===== config.mk =====
export PLATFORM = sky130hd
export DESIGN_NAME = reg_file_mp
export DESIGN_NICKNAME = d
export VERILOG_FILES = /design/src/rtl/reg_file_mp.sv
export SDC_FILE = /design/constraint.sdc
export NUM_CORES = 2
export LEC_CHECK = 0
export ABC_AREA = 0
export ABC_CLOCK_PERIOD_IN_PS = 8600
export CORE_MARGIN = 2
export CORE_UTILIZATION = 50
export CTS_CLUSTER_DIAMETER = 200
export DETAILED_ROUTE_END_ITERATION = 10
export PLACE_DENSITY = 0.66
export REMOVE_ABC_BUFFERS = 1
export SLEW_MARGIN = 20
export SYNTH_ARGS = -nofsm -noshare
export SYNTH_HDL_FRONTEND = slang
export SYNTH_SLANG_ARGS = --single-unit

===== constraint.sdc =====
create_clock -name clk -period 8.6 [get_ports clk]
set_clock_uncertainty 0.05 [all_clocks]
set_input_delay 1.72 -clock clk [delete_from_list [all_inputs] [get_ports clk]]
set_output_delay 1.72 -clock clk [all_outputs]
set_load 0.02 [all_outputs]

===== src/rtl/reg_file_mp.sv =====
// rtl/reg_file_mp.sv - multi-read-port register file with sequenced clear (optional forwarding: REG_FILE_MP_BYPASS_EN)
module reg_file_mp #(
    parameter int addr_width_p = 6,
    parameter int data_width_p = 32,
    parameter int num_read_p   = 2,
    parameter int zero_reg_p   = 0
) (
    input  logic                                      clk,
    input  logic                                      reset_n_i,
    input  logic                                      clear_i,
    input  logic                                      wen_i,
    input  logic [addr_width_p-1:0]                   write_addr_i,
    input  logic [data_width_p-1:0]                   write_data_i,
    input  logic [num_read_p-1:0][addr_width_p-1:0]   read_addr_i,
    output logic [num_read_p-1:0][data_width_p-1:0]   read_data_o,
    output logic                                      ready_o,
    output logic                                      wr_drop_o
);

    localparam int depth_lp = 1 << addr_width_p;

    localparam logic [0:0] state_clear_lp = 1'b0;
    localparam logic [0:0] state_ready_lp = 1'b1;

    localparam logic [addr_width_p-1:0] cnt_last_lp = {addr_width_p{1'b1}};
    localparam logic [addr_width_p-1:0] cnt_one_lp  = {{(addr_width_p-1){1'b0}}, 1'b1};

    logic [0:0]              state_q, state_d;
    logic [addr_width_p-1:0] clr_cnt_q, clr_cnt_d;
    logic                    wr_drop_q, wr_drop_d;

    logic [data_width_p-1:0] mem_q [depth_lp];

    logic                    mem_wen;
    logic [addr_width_p-1:0] mem_waddr;
    logic [data_width_p-1:0] mem_wdata;
    logic                    wr_to_zero;
    logic                    wr_accept;

    // Entry 0 is hardwired when the zero register is enabled; writes to it vanish silently.
    assign wr_to_zero = (zero_reg_p != 0) && (write_addr_i == '0);
    assign wr_accept  = (state_q == state_ready_lp) && wen_i && !clear_i && !wr_to_zero;

    // Next-state, clear sequencing and write-port arbitration (clear always beats a write).
    always_comb begin
        state_d   = state_q;
        clr_cnt_d = clr_cnt_q;
        wr_drop_d = wen_i && !wr_to_zero && ((state_q == state_clear_lp) || clear_i);
        mem_wen   = 1'b0;
        mem_waddr = clr_cnt_q;
        mem_wdata = '0;
        case (state_q)
            state_clear_lp: begin
                mem_wen = 1'b1;
                if (clear_i) begin
                    clr_cnt_d = '0;
                end else if (clr_cnt_q == cnt_last_lp) begin
                    state_d   = state_ready_lp;
                    clr_cnt_d = '0;
                end else begin
                    clr_cnt_d = clr_cnt_q + cnt_one_lp;
                end
            end
            default: begin
                if (clear_i) begin
                    state_d   = state_clear_lp;
                    clr_cnt_d = '0;
                end else if (wr_accept) begin
                    mem_wen   = 1'b1;
                    mem_waddr = write_addr_i;
                    mem_wdata = write_data_i;
                end
            end
        endcase
    end

    // Control state: reset aborts whatever is in flight and restarts the clear from entry 0.
    always_ff @(posedge clk or negedge reset_n_i) begin
        if (!reset_n_i) begin
            state_q   <= state_clear_lp;
            clr_cnt_q <= '0;
            wr_drop_q <= 1'b0;
        end else begin
            state_q   <= state_d;
            clr_cnt_q <= clr_cnt_d;
            wr_drop_q <= wr_drop_d;
        end
    end

    // Storage array: no reset, only the clear sequence or accepted writes touch it.
    always_ff @(posedge clk) begin
        if (mem_wen && reset_n_i) begin
            mem_q[mem_waddr] <= mem_wdata;
        end
    end

    // Asynchronous read ports; zero while clearing, optional same-cycle forwarding of accepted writes.
    always_comb begin
        for (int p = 0; p < num_read_p; p++) begin
            read_data_o[p] = mem_q[read_addr_i[p]];
`ifdef REG_FILE_MP_BYPASS_EN
            if (wr_accept && (read_addr_i[p] == write_addr_i)) begin
                read_data_o[p] = write_data_i;
            end
`endif
            if ((state_q == state_clear_lp) || ((zero_reg_p != 0) && (read_addr_i[p] == '0))) begin
                read_data_o[p] = '0;
            end
        end
    end

    assign ready_o   = (state_q == state_ready_lp);
    assign wr_drop_o = wr_drop_q;

endmodule


==> flow_metrics.tcl <==
set metrics [dict create \
    synthXorXnorAreaFrac 0.000182 \
    leakagePower_uw 0.0375 \
    end_kind "output port" \
    synth-compound-area-share 0.0214 \
    ys_seq_area_frac 0.643 \
    vias 54054 \
    p_per_area_mw_per_mm2 193 \
    ys.flop_type "edfxtp_1" \
    drt-initial-drc-count 8293 \
    start_kind "input port" \
    fin_setup_tns_ns 0 \
    wl_met3_um 37600 \
    die_h_um 442 \
    syn_avg_cell_area_sq_um 21.2 \
    io_buffers 119 \
    crit_chain "buf_4, buf_4, nand2b_1, nor2_1, a221oi_1, o21ai_0, a31oi_1, clkdlybuf4s50_1" \
    slowest_delay_ns 0.98 \
    clock.fmax_mhz 130 \
    die_area_sq_mm 0.196 \
    slowest_stage "nand2b_1" \
    htree_levels 4 \
    insertion_delay_ns 0.83 \
    postCtsSetupBuffers 0 \
    worst_pin_slew_ns 1.30 \
    cts_buffers 205 \
    area_delta_synth_final_pct 12.0 \
    max-slew-margin-rel 0.111 \
    routed.top_layer "met5" \
    coreArea_sq_mm 0.190 \
    wirelength_um 310000 \
    synth_top_family_by_area "multiplexers" \
    path_class "input port to output port" \
    layout_common_cells "edfxtp_1, mux4_2, mux2i_1, clkbuf_16, buf_4" \
    cts_buffer_depth 3 \
    ys_warn_count 0 \
    initial_utilization 0.504 \
    worst_slack_ns 0.887 \
    rows 160 \
    cp_num_buf_inv 3 \
    drc 0 \
    crit_family "buffers and inverters" \
    path_max_fanout 20 \
    hold_viol_final 0 \
    drive_gt1_frac 0.372 \
    wl_per_cell_um 41.7 \
    grt_overflow 0 \
    final_common_cell "edfxtp_1" \
    rsz0062_at_grt "false" \
    wirelength_met1_um 111000 \
    cp.arrival_ns 5.94 \
    fin_crit_ns 7.71 \
    yosys.area_share.adder 0.000130 \
    pin_count 120 \
    ys_async_sr_fraction 0.00389 \
    antenna_found_initial 22 \
    maxCapViolations 0 \
    ant_nets 0 \
    avgViaCountPerCell 7.28 \
    detailed_place_hpwl_um 187000 \
    grt_pass1_vias 53509 \
    postCtsResizedCells 0 \
    synthSimpleGateAreaFrac 0.0192 \
    synthesis.area_sq_mm 0.0960 \
    crit_required_ns 6.83 \
    status "complete, no violations" \
    post-route-period-util 0.897 \
    min_path_type "flop to flop" \
    cts_hold_buf 0 \
    grt_max_degree 66 \
    yosysUniqueCellTypes 64 \
    synth_mux_area_frac 0.296 \
    cts_tree "built" \
    finalMaxSlewViolations 0 \
    gp_congestion 0.854 \
    dr_wl_met2_um 145000 \
    netlist_instances 4534 \
    drt-pass1-iter-count 6 \
    crit_top_cell "buf_4" \
    layout.nets 4799 \
    grt_pass1_wl_um 430000 \
    clk_pin_slew_ns 0.06 \
    synth-edff-count 2048 \
    cts_root_buf "clkbuf_16" \
    grt_usage 0.318 \
    dp_slack_ns 1.04 \
    clock-sinks 2056 \
    ys_seq_elements 2056 \
    die_w_um 442 \
    setup_viol 0 \
    vdd_drop_max_uv 191 \
]
## worst paths after layout
| check | startpoint | endpoint | slack (ns) | cells after the start |
|---|---|---|---|---|
| max | read_addr_i[9] | read_data_o[38] | 0.89 | 8 |
| min | clr_cnt_q[5]$_DFFE_PN0N_ | clr_cnt_q[5]$_DFFE_PN0N_ | 0.59 | 1 |
| max reg2reg | ready_o$_DFF_PN0_ | mem_q[22][2]$_DFFE_PP_ | 4.35 | 7 |
| min reg2reg | clr_cnt_q[5]$_DFFE_PN0N_ | clr_cnt_q[5]$_DFFE_PN0N_ | 0.59 | 1 |
| max in group asynchronous | reset_n_i | ready_o$_DFF_PN0_ | 6.95 | 1 |
| min in group asynchronous | reset_n_i | clr_cnt_q[1]$_DFFE_PN0N_ | 1.18 | 1 |
## per-layer routing
| metal | up-vias | global-route usage |
|---|---|---|
| li1 | 20353 | - |
| met1 | 29308 | 0.433 |
| met2 | 3680 | 0.489 |
| met3 | 703 | 0.0805 |
| met4 | 10 | 0.148 |
| met5 | - | 0 |
## where the power goes
part	internal, uW	total, uW	switching, uW
clock	4810	8590	3790
combinational	519	1210	695
sequential	10900	10900	15.2
## registers in the layout, indices dropped and copies added, names as in the netlist
name       flops
mem_q       2048
clr_cnt_q      6
ready_o        1
wr_drop_o      1
## layout make-up
class                           instances  area [sq um]
Clock buffer                          255          5360
Timing Repair Buffer                  350          3350
Inverter                                4          18.8
Multi-Input combinational cell       2127         33000
Antenna cell                           10          25.0
Sequential cell                      2056         61700
Clock inverter                        112           916
Fill cell                           13869         82900
Tap cell                             2511          3140
## kinds of logic after synthesis
| group | count (synthesis) |
|---|---|
| adders and majority gates | 1 |
| DFF | 2056 |
| muxes | 1441 |
| AOI/OAI and AO/OA | 290 |
| and+or+nand+nor | 393 |
| buffers and inverters | 351 |
| xor gates and xnor gates | 2 |
## metrics by stage
step	total power (uW)	cells	hold WS, ns	utilization	cell area (sq um)
CTS	20800	7413	0.571	0.564	107000
detailed placement	12300	7046	0.562	0.531	101000
global placement	12300	7044	0.555	0.531	101000
floorplan	11600	4187	0.478	-	94100
global route	21200	7422	0.616	0.564	107000
finish	20700	7425	0.592	0.565	107000
## synth_stat cells, types with 4 or more instances
master | count | area share
a31oi_1 | 17 | 0.0011
edfxtp_1 | 2048 | 0.64
and3_1 | 5 | 0.00033
a211o_1 | 5 | 0.00046
o22ai_1 | 26 | 0.0017
nor3_1 | 17 | 0.00089
o221ai_1 | 4 | 0.00036
a2bb2oi_1 | 6 | 0.00055
a22o_1 | 6 | 0.00055
a22oi_1 | 33 | 0.0026
a2111oi_0 | 6 | 0.00055
nor2_1 | 119 | 0.0047
buf_4 | 85 | 0.0066
a221o_1 | 19 | 0.0020
nor2b_1 | 23 | 0.0015
nand3b_1 | 8 | 0.00063
mux2i_1 | 246 | 0.026
dfrtp_1 | 8 | 0.0021
or3_1 | 6 | 0.00039
o211ai_1 | 23 | 0.0018
nand2b_1 | 21 | 0.0014
mux4_2 | 1111 | 0.26
clkbuf_1 | 81 | 0.0032
o21ai_0 | 30 | 0.0016
a211oi_1 | 18 | 0.0014
buf_6 | 17 | 0.0020
buf_1 | 39 | 0.0015
nand2_1 | 107 | 0.0042
a21oi_1 | 47 | 0.0025
o31ai_1 | 5 | 0.00039
buf_2 | 125 | 0.0065
o2111ai_1 | 5 | 0.00046
a221oi_1 | 13 | 0.0012
mux2_2 | 83 | 0.0097
nand3_1 | 37 | 0.0019
and2_1 | 40 | 0.0026
(Power assumes the default switching activity.)
